<file path="config.mk">
export PLATFORM = sky130hd
export DESIGN_NAME = imem_loader_ctrl
export DESIGN_NICKNAME = d
export VERILOG_FILES = /design/src/rtl/imem_loader_ctrl.sv
export SDC_FILE = /design/constraint.sdc
export NUM_CORES = 1
export LEC_CHECK = 0
export BUFFER_PORTS_ARGS = -buffer_cell sky130_fd_sc_hd__buf_4
export CAP_MARGIN = 20
export CORE_ASPECT_RATIO = 1.5
export CORE_UTILIZATION = 25
export DETAILED_ROUTE_END_ITERATION = 10
export SYNTH_ARGS = -nofsm -noshare
export SYNTH_HDL_FRONTEND = slang
export SYNTH_SLANG_ARGS = --single-unit
</file>
<file path="constraint.sdc">
create_clock -name i_clk -period 4.5 [get_ports i_clk]
set_clock_uncertainty 0.15 [all_clocks]
set_input_delay 0.225 -clock i_clk [delete_from_list [all_inputs] [get_ports i_clk]]
set_output_delay 0.225 -clock i_clk [all_outputs]
set_load 0.1 [all_outputs]
</file>
<file path="src/rtl/imem_loader_ctrl.sv">
// imem_loader_ctrl: assembles big-endian instruction words from a UART byte
// stream and writes them into the fetch-stage instruction memory while the
// pipeline is stalled. Loading ends on the HALT word; i_run releases fetch.
// Optional build macro IMEM_LOADER_CHECKSUM_EN adds a trailing XOR checksum
// byte that must match before the load is reported done.

`ifndef ADDRWIDTH
`define ADDRWIDTH 10
`endif
`ifndef N_ELEMENTS
`define N_ELEMENTS 1024
`endif

module imem_loader_ctrl #(
  parameter int unsigned NB_INST   = 32,
  parameter int unsigned NB_ADDR   = `ADDRWIDTH,
  parameter int unsigned MEM_SIZEB = `N_ELEMENTS,
  parameter int unsigned NB_BYTE   = 8,
  parameter int unsigned ADDR_STEP = 4,
  parameter logic [NB_INST-1:0] HALT_INST = 32'hFC000000
) (
  input  logic               i_clk,
  input  logic               i_reset,
  input  logic               i_start,
  input  logic               i_run,
  input  logic [NB_BYTE-1:0] i_rx_data,
  input  logic               i_rx_valid,
  output logic               o_debug_unit,
  output logic               o_mem_wen,
  output logic               o_mem_ren,
  output logic [NB_ADDR-1:0] o_wr_addr,
  output logic [NB_INST-1:0] o_mem_data,
  output logic               o_fetch_stall,
  output logic               o_load_done,
  output logic               o_error,
  output logic [NB_ADDR-1:0] o_inst_count
);

  localparam int unsigned BYTES_PER_WORD = NB_INST / NB_BYTE;
  localparam int unsigned NB_BCNT = (BYTES_PER_WORD > 1) ? $clog2(BYTES_PER_WORD) : 1;
  localparam logic [NB_BCNT-1:0] LAST_BYTE = NB_BCNT'(BYTES_PER_WORD - 1);
  localparam logic [NB_ADDR-1:0] MAX_WORDS = NB_ADDR'(MEM_SIZEB / ADDR_STEP);
  localparam logic [NB_ADDR-1:0] STEP      = NB_ADDR'(ADDR_STEP);

  typedef enum logic [2:0] {
    ST_IDLE,
    ST_RECV,
    ST_WRITE,
    ST_DONE,
    ST_ERROR
`ifdef IMEM_LOADER_CHECKSUM_EN
    , ST_CHK
`endif
  } state_e;

  state_e               state_q, state_d;
  logic [NB_BCNT-1:0]   bcnt_q, bcnt_d;
  logic [NB_INST-1:0]   asm_q, asm_d;
  logic [NB_INST-1:0]   data_q, data_d;
  logic [NB_ADDR-1:0]   addr_q, addr_d;
  logic [NB_ADDR-1:0]   count_q, count_d;
  logic                 done_q, done_d;
  logic                 err_q, err_d;
  logic                 stall_q, stall_d;
  logic                 debug_q, debug_d;
  logic                 wen_q, wen_d;
  logic                 ren_q, ren_d;
  logic [NB_INST-1:0]   word_next;
`ifdef IMEM_LOADER_CHECKSUM_EN
  logic [NB_BYTE-1:0]   xor_q, xor_d;
`endif

  assign word_next = {asm_q[NB_INST-NB_BYTE-1:0], i_rx_data};

  // Next-state, datapath and registered-output decode.
  always_comb begin
    state_d = state_q;
    bcnt_d  = bcnt_q;
    asm_d   = asm_q;
    data_d  = data_q;
    addr_d  = addr_q;
    count_d = count_q;
    done_d  = done_q;
    err_d   = err_q;
`ifdef IMEM_LOADER_CHECKSUM_EN
    xor_d   = xor_q;
`endif

    case (state_q)
      ST_IDLE, ST_ERROR: begin
        if (i_start) begin
          state_d = ST_RECV;
          bcnt_d  = '0;
          addr_d  = '0;
          count_d = '0;
          done_d  = 1'b0;
          err_d   = 1'b0;
`ifdef IMEM_LOADER_CHECKSUM_EN
          xor_d   = '0;
`endif
        end
      end
      ST_RECV: begin
        if (i_rx_valid) begin
          asm_d = word_next;
`ifdef IMEM_LOADER_CHECKSUM_EN
          xor_d = xor_q ^ i_rx_data;
`endif
          if (bcnt_q == LAST_BYTE) begin
            data_d  = word_next;
            bcnt_d  = '0;
            state_d = ST_WRITE;
          end else begin
            bcnt_d = bcnt_q + 1'b1;
          end
        end
      end
      ST_WRITE: begin
        addr_d  = addr_q + STEP;
        count_d = count_q + 1'b1;
        // The byte counter is always zero here, so a byte landing in the
        // write cycle simply becomes byte 0 of the next word.
        if (i_rx_valid) begin
          asm_d  = word_next;
          bcnt_d = bcnt_q + 1'b1;
`ifdef IMEM_LOADER_CHECKSUM_EN
          xor_d  = xor_q ^ i_rx_data;
`endif
        end
        if (data_q == HALT_INST) begin
`ifdef IMEM_LOADER_CHECKSUM_EN
          // A byte arriving in the HALT write cycle is the checksum itself.
          if (i_rx_valid) begin
            state_d = (i_rx_data == xor_q) ? ST_DONE : ST_ERROR;
          end else begin
            state_d = ST_CHK;
          end
`else
          state_d = ST_DONE;
`endif
        end else if (count_d == MAX_WORDS) begin
          state_d = ST_ERROR;
        end else begin
          state_d = ST_RECV;
        end
      end
`ifdef IMEM_LOADER_CHECKSUM_EN
      ST_CHK: begin
        if (i_rx_valid) begin
          state_d = (i_rx_data == xor_q) ? ST_DONE : ST_ERROR;
        end
      end
`endif
      ST_DONE: begin
        if (i_run) begin
          state_d = ST_IDLE;
        end
      end
      default: state_d = ST_IDLE;
    endcase

    if (state_d == ST_DONE) begin
      done_d = 1'b1;
    end
    if (state_d == ST_ERROR) begin
      err_d = 1'b1;
    end

    stall_d = (state_d != ST_IDLE);
    debug_d = (state_d == ST_RECV) || (state_d == ST_WRITE);
    wen_d   = (state_d == ST_WRITE);
    ren_d   = !debug_d;
  end

  // State, datapath and output registers with synchronous reset.
  always_ff @(posedge i_clk) begin
    if (i_reset) begin
      state_q <= ST_IDLE;
      bcnt_q  <= '0;
      asm_q   <= '0;
      data_q  <= '0;
      addr_q  <= '0;
      count_q <= '0;
      done_q  <= 1'b0;
      err_q   <= 1'b0;
      stall_q <= 1'b0;
      debug_q <= 1'b0;
      wen_q   <= 1'b0;
      ren_q   <= 1'b1;
`ifdef IMEM_LOADER_CHECKSUM_EN
      xor_q   <= '0;
`endif
    end else begin
      state_q <= state_d;
      bcnt_q  <= bcnt_d;
      asm_q   <= asm_d;
      data_q  <= data_d;
      addr_q  <= addr_d;
      count_q <= count_d;
      done_q  <= done_d;
      err_q   <= err_d;
      stall_q <= stall_d;
      debug_q <= debug_d;
      wen_q   <= wen_d;
      ren_q   <= ren_d;
`ifdef IMEM_LOADER_CHECKSUM_EN
      xor_q   <= xor_d;
`endif
    end
  end

  assign o_debug_unit  = debug_q;
  assign o_mem_wen     = wen_q;
  assign o_mem_ren     = ren_q;
  assign o_wr_addr     = addr_q;
  assign o_mem_data    = data_q;
  assign o_fetch_stall = stall_q;
  assign o_load_done   = done_q;
  assign o_error       = err_q;
  assign o_inst_count  = count_q;

endmodule

</file>
* After elaboration in Yosys (flattened, before gate mapping)
Cells that the tools add are included.
Word-level totals: register bits 87, output and inout port bits 58
Operators by class: add/subtract/negate cells 3, equality and inequality tests 14, muxes and demuxes 19, reduce and logical (&&, ||, !) cells 18
Operator list (count):
- 10-bit one-hot mux with 2 select lines | 2
- 32-bit equality test, second input constant | 1
- 3-bit two-way mux | 6
- 3-bit by 2-bit equality test with 1-bit output, second input constant | 4
- 3-bit one-hot mux with 4 select lines | 1
- 10-bit by 1-bit adder with 10-bit output, second input constant | 1
- 10-bit by 3-bit adder with 10-bit output, second input constant | 1
- 10-bit by 9-bit equality test with 1-bit output, second input constant | 1
- 10-bit two-way mux | 1
- 2-bit nonzero test | 5
- 2-bit two-way mux | 4
- 2-bit AND reduction | 4
- 3-bit by 1-bit equality test with 1-bit output, second input constant | 2
- 3-bit equality test, second input constant | 2
- 2-bit != test, second input constant | 3
- 2-bit one-hot mux with 3 select lines | 1
- 3-bit nonzero test | 2
- 1-bit two-way mux | 4
- 4-bit AND reduction | 1
- 2-bit OR reduction | 2
- 3-bit zero test | 1
- 3-bit AND reduction | 1
- 2-bit by 1-bit adder with 2-bit output, second input constant | 1
- 2-bit equality test, second input constant | 1
- other kinds (2) | 2

* Depth between registers and ports, before layout
Gate-level depths: netlist (run 1).
depth in word-level cells 8, gate-level depth with buffers 7, mapped depth without buffers 5

* Worst setup path before layout (run 1)
OpenSTA, ideal clock, no wires.
path type register -> register, start point register count_q[3] (netlist: o_inst_count[3]), end point register count_q[8] (netlist: o_inst_count[8]), setup time 0.070 ns, data arrival time 2.080 ns, required time 4.280 ns, slack 2.200 ns, cell stages (with the launch flop) 6, path buffers 1, period minus slack after synthesis 2.300 ns, cells stage by stage dfxtp_1 clkbuf_2 and4_1 nand2_1 or4_1 a21oi_1
Between the ends: word-level cells in the longest chain between the ends 2
Ends and longest elaborated chain:
- start: declaration | RTL line 61 | logic [NB_ADDR-1:0] count_q, count_d;
- start signal: assignment | RTL line 199 | count_q <= count_d;
- 10-bit by 1-bit adder with 10-bit output | RTL line 120 | count_d = count_q + 1'b1;
- 10-bit one-hot mux with 2 select lines | RTL line 89 | case (state_q)
Every way passes these cells. A chain may end at the register's enable or synchronous reset.

* Worst setup path in the final report (run 1)
start point register state_q[1], end point register count_q[2] (netlist: o_inst_count[2])
Between the ends: word-level cells in the longest chain between the ends 4, elaborated cells on any way between the ends 8, those cells by class eq/ne (3); mux (1); reduce/logical (4)
Ends and longest elaborated chain:
- start: declaration | RTL line 56 | state_e state_q, state_d;
- start signal: assignment | RTL line 194 | state_q <= state_d;
- 3-bit equality test / 3-bit zero test (equally long branches) | RTL line 89
- 2-bit OR reduction | RTL line 89
- 2-bit != test (no source line) / 2-bit nonzero test (equally long branches)
- 2-bit AND reduction (no source line)
Parallel ways exist; a longest one is shown, timed or not.

==> summary.md, run 1 <==
| Metric | Value |
|---|---|
| Status | completed |
| # hold bufs at CTS | 7 |
| FF-to-FF path depth | 4 |
| P&R area growth vs syn | 26.4% |
| I/O pins | 71 |
| Crit. End Element | flip-flop |
| Peak VDD IR | 0.000208 V |
| Worst hold stages | 3 |
| Final GP Congestion | 0.784 |
| Async SR Flop Fraction | 0% |
| DRT iter0 DRCs | 225 |
| Initial antenna violation count | 0 |
| Fin crit share | 52.8% |
| Root Buffer Master | clkbuf_16 |
| Mapped cell area | 3590 sq um |
| CTS max path bufs | 2 |
| PwrDens | 346 nW/um^2 |
| Req. time, crit path | 4.53 ns |
| Max_cap viols | 0 |
| Post-placement cell count | 671 |
| Min-Delay Endpoint | asm_q[7]$_SDFFE_PP0P_ |
| I/O Buffers | 68 |
| Mapped Cells | 441 |
| TritonCTS clock tree | built |
| Die area | 14900 sq um |
| Max-slew violations | 0 |
| Sequential area share after synthesis | 47.4% |
| Vias per inst | 4.67 |
| Crit path max-delay family | simple AND/OR/NAND/NOR gates |
| DIE WIDTH | 99.9 um |
| Gr ovfl total | 0 |
| ANT nets after route | 0 |
| Detailed-route DRC error count | 0 |
| GRT Total Usage | 12.7% |
| Arrival @ worst endpoint | 2.41 ns |
| Post-DP HPWL | 6.28 mm |
| Post-Place Setup Slack | 2.11 ns |
| Vias in the first global route | 3058 |
| Critical path class | reg2reg |
| Final instance area | 4540 sq um |
| Worst path bufs/invs | 0 |
| Worst path slowest cell | or3b_1 |
| Fin nets | 514 |
| Initial core utilization | 25.7% |
| CTS buffer count | 9 |
| Pin count of the biggest net entering global routing | 86 |
| # setup viols final | 0 |
| CP max stage delay | 0.75 ns |
| Critical path depth | 4 |
| Filler cell count in the final layout | 1488 |
| Num rows | 53 |
| PnR worst setup slack | 2.12 ns |
| Max Clk Rate | 420 MHz |
| Leak pwr | 1.67 nW |
| Post-CTS setup buffer count | 0 |
| Number of hold violations in the final report | 0 |
| Most common cell after layout, fill and taps aside | nand2_1 |
| Startpoint Class | flip-flop |
| Post-layout util | 32.4% |
| H-tree levels | 3 |
| Clock transition at path regs | 0.06 ns |
| Placed cell area | 4170 sq um |
| Core area | 14000 sq um |
| Sum of negative setup slack | 0 ns |
| Count of cell types in the netlist | 57 |
| Post-synth EDFFs | 0 |
| First-pass GRT wire length | 15.0 mm |
| Post_cts resized | 0 |
| Worst R2R Setup Slack | 2.12 ns |
| Most frequent cells in the layout | nand2_1 (125), dfxtp_1 (85), a21oi_1 (78) |
| RR Startpoint | state_q[1]$_SDFF_PP0_ |
| Crit Reg-Reg Endpoint | o_inst_count[2]$_SDFFE_PP0P_ |
| Number of clock sinks | 85 |
| Hold Path Class | in2reg |
| Detailed Routing Iterations Pass 1 | 4 |
| Via count | 3239 |
| Syn_area_per_cell | 8.15 sq um |
| Layout cells sized above 1 | 18.7% |
| RSZ-0062 raised after global routing | no |
| YS warnings | 0 |
| Antenna cells | 0 |
| Worst path cell trace | or3b_1 > and2_2 > o21ai_0 > a21oi_1 |
| Wire length per cell | 13.2 um |
| Final WL | 9.15 mm |
| Clock Latency Late Sink | 0.34 ns |
| Flops & latches, synth | 85 |
| Finished Layout Cells | 694 |
| Slew @ Worst Pin | 0.876 ns |
| Worst Min Path Start | i_rx_data[7] |
| Die Span Y | 149 um |
| Synth Flop Type | dfxtp_1 |
| Crit Path Max Fanout | 25 |
| Tmin final | 2.38 ns |
| Slew margin rel. | 41.6% |
-- per-layer routing --
layer  track usage [%]  share of wire [%]
met5                 0                  0
met2              20.9                 50
met4              6.69                2.0
met1              15.9                 44
met3              1.92                4.4
-- final cells by class --
class	instances	area [sq um]	share of cell area, %
Clock inverter	4	50.0	1.10
Timing Repair Buffer	78	618	13.6
Inverter	2	7.51	0.165
Multi-Input combinational cell	322	1690	37.2
Tap cell	192	240	5.29
Sequential cell	85	1700	37.5
Clock buffer	11	233	5.13
-- through the flow --
stage	total power, mW	hold WS (ns)
6_report	1.57	0.0123
5_1_grt	1.62	0.0278
4_1_cts	1.59	0.00908
3_5_place_dp	0.868	0.297
3_3_place_gp	0.866	0.293
2_1_floorplan	0.849	0.211
-- worst min-delay path: stages --
cell     delay (ns)
buf_4          0.12
nand2_1        0.05
a21oi_1        0.05
-- sequential cells by signal (all words and copies together) (netlist names) --
name and cells:
asm_q 24, state_q 3, o_fetch_stall 1, o_mem_ren 1
o_inst_count 10, o_error 1, o_mem_wen 1, o_debug_unit 1
o_mem_data 32, bcnt_q 2, o_wr_addr 8, o_load_done 1
-- power by group --
group | internal, mW | switching [mW] | leakage [nW]
Sequential | 0.760 | 0.00631 | 0.686
Clock | 0.426 | 0.289 | 0.132
Combinational | 0.0256 | 0.0643 | 0.853
Total | 1.21 | 0.359 | 1.67
-- Yosys cell counts (2+ instances only) --
library cell | count | area (sq um)
a22oi_1 | 2 | 15.0
and4_1 | 2 | 17.5
nand3b_1 | 3 | 22.5
o21ai_0 | 12 | 60.1
nor2_1 | 15 | 56.3
a221oi_1 | 2 | 17.5
a21oi_1 | 78 | 390
ha_1 | 3 | 37.5
clkbuf_8 | 3 | 41.3
nand3_1 | 10 | 50.1
and2_1 | 4 | 25.0
a31oi_1 | 2 | 12.5
a21o_1 | 3 | 22.5
or4_4 | 2 | 22.5
or4_1 | 5 | 37.5
nor2b_1 | 2 | 12.5
clkbuf_1 | 17 | 63.8
nor3b_1 | 3 | 22.5
o311ai_0 | 2 | 17.5
nand2_1 | 125 | 469
or3b_1 | 2 | 17.5
or3_1 | 3 | 18.8
buf_4 | 2 | 15.0
nor4_1 | 4 | 25.0
buf_2 | 7 | 35.0
nor3_1 | 2 | 10.0
inv_1 | 2 | 7.51
and3_1 | 5 | 31.3
dfxtp_1 | 85 | 1700
a211oi_1 | 4 | 30.0
nand4b_1 | 3 | 26.3
buf_6 | 2 | 22.5
-- how the worst max path moves through the flow --
stage	startpoint	to	slack, ns
after floorplan	o_inst_count[3]$_SDFFE_PP0P_	o_inst_count[8]$_SDFFE_PP0P_	2.20
after global placement	state_q[0]$_SDFF_PP0_	state_q[1]$_SDFF_PP0_	2.12
after detailed placement	state_q[0]$_SDFF_PP0_	state_q[1]$_SDFF_PP0_	2.11
after CTS	state_q[0]$_SDFF_PP0_	state_q[1]$_SDFF_PP0_	2.08
after global routing	state_q[1]$_SDFF_PP0_	o_wr_addr[9]$_SDFFE_PP0P_	1.99
final	state_q[1]$_SDFF_PP0_	o_inst_count[2]$_SDFFE_PP0P_	2.12
-- cell families (layout without fill, tap and decap cells) --
group,count (synthesis),in the layout,synth area share [%]
mux,1,1,0.313
simple gates,200,200,26.9
other cells,1,2,0.104
fa+ha+maj,3,3,1.05
xor+xnor,1,1,0.244
flops,85,85,47.4
buf+inv,35,95,5.71
compound gates,115,115,18.4
(Power assumes the default switching activity.)
==> run 2, diff against run 1 <==
==> constraint.sdc (replaced) <==
create_clock -name i_clk -period 2.1 [get_ports i_clk]
set_clock_uncertainty 0.15 [all_clocks]
set_input_delay 0.105 -clock i_clk [delete_from_list [all_inputs] [get_ports i_clk]]
set_output_delay 0.105 -clock i_clk [all_outputs]
set_load 0.1 [all_outputs]
==> run 2 against run 1 <==
Net effect: final cell count up 1.7%; sequential power up 110%; highest routed layer unchanged; die area unchanged; sequential cell count unchanged; critical endpoint is now state_q[1]$_SDFF_PP0_; cell area up 2.4%; worst setup slack worse by 2.0 ns; critical path type unchanged; core utilization up 0.78 points; register-to-register slack worse by 2.0 ns.
==> summary.md, run 2 (same netlist as run 1, synthesis figures left out) <==
| Metric | Value |
|---|---|
| Die area | 14900 sq um (unchanged) |
| PwrDens | 721 nW/um^2 (+110%) |
| Final GP Congestion | 0.782 (-0.15%) |
| Largest register FFs | 32 (unchanged) |
| Peak VDD IR | 0.000378 V (+82%) |
| Root Buffer Master | clkbuf_16 |
| Die Span Y | 149 um (unchanged) |
| DIE WIDTH | 99.9 um (unchanged) |
| First-pass GRT wire length | 15.0 mm (+0.33%) |
| Detailed Routing Iterations Pass 1 | 5 (+1) |
| Post-DP HPWL | 6.47 mm (+3.0%) |
| Seq pwr share | 48.8% (about the same) |
| Antenna cells | 0 (unchanged) |
| Fin Hold WS | 0.0251 ns (+0.0129 ns) |
| CTS buffer count | 9 (unchanged) |
| RSZ-0062 raised after global routing | no |
| Met2 wire len | 4.86 mm (+6.4%) |
| Initial antenna violation count | 0 (unchanged) |
| Pin count of the biggest net entering global routing | 50 (-42%) |
| Total power | 3.35 mW (+110%) |
| I/O Buffers | 68 (unchanged) |
| CTS max path bufs | 2 (unchanged) |
| Most common cell after layout, fill and taps aside | nand2_1 |
| Most frequent cells in the layout | nand2_1 (125), a21oi_1 (78), buf_4 (78) |
| Detailed-route DRC error count | 0 (unchanged) |
| Combinational power share | 6.3% (+0.6 points) |
| RR Startpoint | o_mem_data[16]$_SDFFE_PP0P_ |
| Startpoint Class | flip-flop |
| FF-to-FF path depth | 4 (unchanged) |
| Slew margin rel. | 46.5% (+4.8 points) |
| Worst hold stages | 2 (-1) |
| Clock transition at path regs | 0.07 ns (about the same) |
| Hold Path Class | in2reg |
| WL met3 | 495 um (+22%) |
| Via count | 3301 (+1.9%) |
| I/O pins | 71 (unchanged) |
| Top Metal Used | met4 |
| TritonCTS clock tree | built |
| Crit. End Element | flip-flop |
| Leak pwr | 1.73 nW (+3.6%) |
| Power Internal | 2.51 mW (+110%) |
| Max Clk Rate | 506 MHz (+20%) |
| Worst Min Path Start | i_reset |
| Critical path class | reg2reg |
| Vias in the first global route | 3128 (+2.3%) |
| Wire length per cell | 13.2 um (+0.49%) |
| Post-placement cell count | 680 (+1.3%) |
| Layout cells sized above 1 | 24.1% (+5.4 points) |
| Tmin final | 1.98 ns (-0.403 ns) |
| Post-CTS setup buffer count | 0 (unchanged) |
| Arrival @ worst endpoint | 2.06 ns (-0.35 ns) |
| Fin crit share | 94.1% (+41 points) |
| DRT iter0 DRCs | 155 (-31%) |
| Filler cell count in the final layout | 1493 (+0.34%) |
| ANT nets after route | 0 (unchanged) |
| Slew @ Worst Pin | 0.783 ns (-0.0930 ns) |
| Clock Latency Late Sink | 0.34 ns (about the same) |
| Number of hold violations in the final report | 0 (unchanged) |
| Crit Reg-Reg Endpoint | state_q[1]$_SDFF_PP0_ |
| # setup viols final | 0 (unchanged) |
| Switching share of power | 25.1% (+2.3 points) |
| Status | completed |
| Reg area | 1730 sq um (+1.4%) |
| Clk network pwr share | 44.9% (-0.6 points) |
| Core area | 14000 sq um (unchanged) |
| GRT Total Usage | 12.9% (+0.23 points) |
| Req. time, crit path | 2.19 ns (-2.34 ns) |
| Final WL | 9.35 mm (+2.2%) |
| Num rows | 53 (unchanged) |
| Vias per inst | 4.68 (+0.18%) |
| M1 wire length | 3.82 mm (-4.2%) |
| Crit Path Max Fanout | 3 (-88%) |
| Sum of negative setup slack | 0 ns (unchanged) |
| H-tree levels | 3 (unchanged) |
| Fin nets | 525 (+2.1%) |
| Number of clock sinks | 85 (unchanged) |
| Switching pwr | 843 uW (+130%) |
| Gr ovfl total | 0 (unchanged) |
| Max_cap viols | 0 (unchanged) |
| Worst R2R Setup Slack | 0.12 ns (-2.00 ns) |
| Post-layout util | 33.2% (+0.78 points) |
| Max-slew violations | 0 (unchanged) |
| Min-Delay Endpoint | o_wr_addr[2]$_SDFFE_PP0P_ |
| Multi-input logic area | 1690 sq um (unchanged) |
| Finished Layout Cells | 706 (+1.7%) |
| P&R area growth vs syn | 29.4% |
| Initial core utilization | 25.7% (unchanged) |
## run 2: critical path: stages (launching register included)
cell and delay (ns):
dfxtp_2 0.33, or4_4 0.54, nor4_4 0.41, nand3_1 0.16, a221oi_1 0.28
## run 2: cell type report
class / count / share of cell area [%]
multi-input combinational: 322 / 36.3
sequential: 85 / 37.1
inverter: 2 / 0.162
clock inverter: 7 / 1.18
tap: 192 / 5.17
timing repair buffer: 89 / 15.2
clock buffer: 9 / 4.85
## run 2: repair_timing
| action | CTS | global route |
|---|---|---|
| hold buffers | 10 | 0 |
| endpoints found under the setup margin | 0 | 0 |
| endpoints found under the hold margin | 19 | 0 |
| resized for setup | 0 | 0 |
## run 2: layer usage
metal  vias to the layer above  track usage [%]
met5                         -                0
met4                         0             5.59
met3                        12             3.66
met2                        74             22.9
met1                      1561             14.2
li1                       1654                -
## run 2: worst max path at each step
stage                                      startpoint  slack [ns]                        end
final                     o_mem_data[16]$_SDFFE_PP0P_        0.12      state_q[1]$_SDFF_PP0_
after global routing      o_mem_data[16]$_SDFFE_PP0P_        0.02      state_q[1]$_SDFF_PP0_
after global placement    o_mem_data[16]$_SDFFE_PP0P_        0.16    o_debug_unit$_SDFF_PP0_
after CTS                 o_mem_data[16]$_SDFFE_PP0P_        0.11      state_q[1]$_SDFF_PP0_
after floorplan             o_wr_addr[4]$_SDFFE_PP0P_      0.0004  o_wr_addr[9]$_SDFFE_PP0P_
after detailed placement  o_mem_data[16]$_SDFFE_PP0P_        0.13      state_q[1]$_SDFF_PP0_
## run 2: per-stage QoR
step                area (sq um)  setup WS [ns]
CTS                         4650          0.108
global route                4650         0.0193
finish                      4650          0.124
detailed placement          4270          0.126
floorplan                   3620       0.000353
global placement            4270          0.162
## run 2: power by group through the flow
stage	logic [mW]	clock network (mW)	registers [mW]
3_3_place_gp	0.194	0	1.67
4_1_cts	0.213	1.55	1.64
2_1_floorplan	0.113	0	1.71
6_report	0.211	1.50	1.64
5_1_grt	0.232	1.62	1.64
3_5_place_dp	0.198	0	1.67
==> run 3, diff against run 2 <==
--- a/config.mk
+++ b/config.mk
@@ -7,7 +7,7 @@
 export LEC_CHECK = 0
 export BUFFER_PORTS_ARGS = -buffer_cell sky130_fd_sc_hd__buf_4
 export CAP_MARGIN = 20
-export CORE_ASPECT_RATIO = 1.5
+export CORE_ASPECT_RATIO = 0.75
 export CORE_UTILIZATION = 25
 export DETAILED_ROUTE_END_ITERATION = 10
 export SYNTH_ARGS = -nofsm -noshare
==> run 3 against run 2 <==
Net effect: global-route usage rose by 0.19 points; largest cell class unchanged; sequential cell count did not move; clock-buffer cell count rose by 1; critical endpoint is now o_debug_unit$_SDFF_PP0_; fmax rose by 3.3%; largest power group is now the clock network; cell area rose by 1.3%; power rose by 8.9%; critical path depth did not move; critical path type unchanged.
==> summary.md, run 3 (same netlist as run 1, synthesis figures left out) <==
| Metric | Value |
|---|---|
| Status | completed |
| P&R area growth vs syn | 31.0% |
| Tmin final | 1.91 ns (-0.0635 ns) |
| Core area | 13900 sq um (-0.74%) |
| Max_cap viols | 0 (unchanged) |
| CTS max path bufs | 2 (unchanged) |
| Post-layout util | 33.9% (+0.67 points) |
| Hold Path Class | in2reg |
| Most common cell after layout, fill and taps aside | nand2_1 |
| Leak pwr | 1.77 nW (+2.3%) |
| Initial antenna violation count | 0 (unchanged) |
| Slew margin rel. | 60.0% (+14 points) |
| DIE WIDTH | 140 um (+41%) |
| Largest register FFs | 32 (unchanged) |
| ANT nets after route | 0 (unchanged) |
| Post-DP HPWL | 6.76 mm (+4.5%) |
| Sum of negative setup slack | 0 ns (unchanged) |
| Worst path slowest cell | or4_4 |
| Slew @ Worst Pin | 0.585 ns (-0.198 ns) |
| Wire length per cell | 13.9 um (+4.9%) |
| Layout cells sized above 1 | 24.1% (-0.047 points) |
| Fin nets | 526 (+0.19%) |
| Req. time, crit path | 2.18 ns (about the same) |
| Vias in the first global route | 3000 (-4.1%) |
| Crit path max-delay family | simple AND/OR/NAND/NOR gates |
| Number of hold violations in the final report | 0 (unchanged) |
| TritonCTS clock tree | built |
| CP max stage delay | 0.56 ns (+0.02 ns) |
| Peak VDD IR | 0.000443 V (+17%) |
| Via count | 3357 (+1.7%) |
| Number of clock sinks | 85 (unchanged) |
| Num rows | 37 (-30%) |
| DRT iter0 DRCs | 267 (+72%) |
| Die Span Y | 106 um (-29%) |
| # setup viols final | 0 (unchanged) |
| Initial core utilization | 25.9% (+0.19 points) |
| Clock Latency Late Sink | 0.33 ns (about the same) |
| Post-CTS setup buffer count | 0 (unchanged) |
| Most frequent cells in the layout | nand2_1 (125), a21oi_1 (78), buf_4 (78) |
| Startpoint Class | flip-flop |
| Fin crit share | 91.1% (-3.0 points) |
| CTS buffer count | 9 (unchanged) |
| Gr ovfl total | 0 (unchanged) |
| Crit Path Max Fanout | 4 (+1) |
| Crit. End Element | flip-flop |
| Max Clk Rate | 523 MHz (+3.3%) |
| GRT Total Usage | 13.1% (+0.19 points) |
| Clock transition at path regs | 0.06 ns (about the same) |
| Arrival @ worst endpoint | 2.00 ns (-0.06 ns) |
| Detailed-route DRC error count | 0 (unchanged) |
| Final GP Congestion | 0.798 (+2.0%) |
| Final instance area | 4710 sq um (+1.3%) |
| Pin count of the biggest net entering global routing | 58 (+16%) |
| Final WL | 9.59 mm (+2.5%) |
| Die area | 14900 sq um (about the same) |
| # hold bufs at CTS | 10 (unchanged) |
| Worst path cell trace | or4_4 > nor4_4 > a211oi_1 > a21o_1 |
| Root Buffer Master | clkbuf_16 |
| Placed cell area | 4270 sq um (about the same) |
| Reg area | 1730 sq um (unchanged) |
| Vias per inst | 4.87 (+4.1%) |
| Critical path class | reg2reg |
| Detailed Routing Iterations Pass 1 | 4 (-1) |
| Antenna cells | 0 (unchanged) |
| First-pass GRT wire length | 15.3 mm (+2.1%) |
| Post_cts resized | 0 (unchanged) |
| Filler cell count in the final layout | 1438 (-3.7%) |
| I/O Buffers | 68 (unchanged) |
| Max-slew violations | 0 (unchanged) |
| I/O pins | 71 (unchanged) |
| RSZ-0062 raised after global routing | no |
| H-tree levels | 3 (unchanged) |
| Worst path bufs/invs | 0 (unchanged) |
| Multi-input logic area | 1690 sq um (unchanged) |
| PwrDens | 775 nW/um^2 (+7.5%) |
-- run 3: cell type report --
class	count	area share (%)
Multi-Input combinational cell	322	35.9
Timing Repair Buffer	90	15.4
Inverter	2	0.159
Sequential cell	85	36.7
Clock buffer	10	4.86
Clock inverter	6	2.37
Tap cell	175	4.65
-- run 3: power breakdown --
part | switching, mW | internal (mW) | total, mW
clock | 0.637 | 1.16 | 1.80
sequential | 0.00968 | 1.63 | 1.64
combinational | 0.147 | 0.0667 | 0.213
total | 0.793 | 2.86 | 3.65
-- run 3: metrics by stage --
stage	instances	setup slack, ns	total power, mW	hold slack (ns)
after floorplan	442	0.000353	1.82	0.0835
after global placement	664	0.211	1.87	0.212
after detailed placement	664	0.199	1.87	0.218
after CTS	690	0.185	3.70	0.100
after global routing	690	0.122	3.80	0.133
final	690	0.188	3.65	0.113
-- run 3: routing by layer --
metal	global-route usage, %	routed length, um
met5	0	0
met4	4.16	122
met3	3.82	541
met2	19.0	4140
met1	18.4	4780
-- run 3: worst paths after layout --
check                                      end  slack, ns  cells after the start                        start
setup / recovery       o_debug_unit$_SDFF_PP0_       0.19                      4  o_mem_data[17]$_SDFFE_PP0P_
hold / removal    o_inst_count[0]$_SDFFE_PP0P_       0.11                      2                      i_reset
setup reg to reg       o_debug_unit$_SDFF_PP0_       0.19                      4  o_mem_data[17]$_SDFFE_PP0P_
hold reg to reg    o_mem_data[24]$_SDFFE_PP0P_       0.31                      2       asm_q[16]$_SDFFE_PP0P_
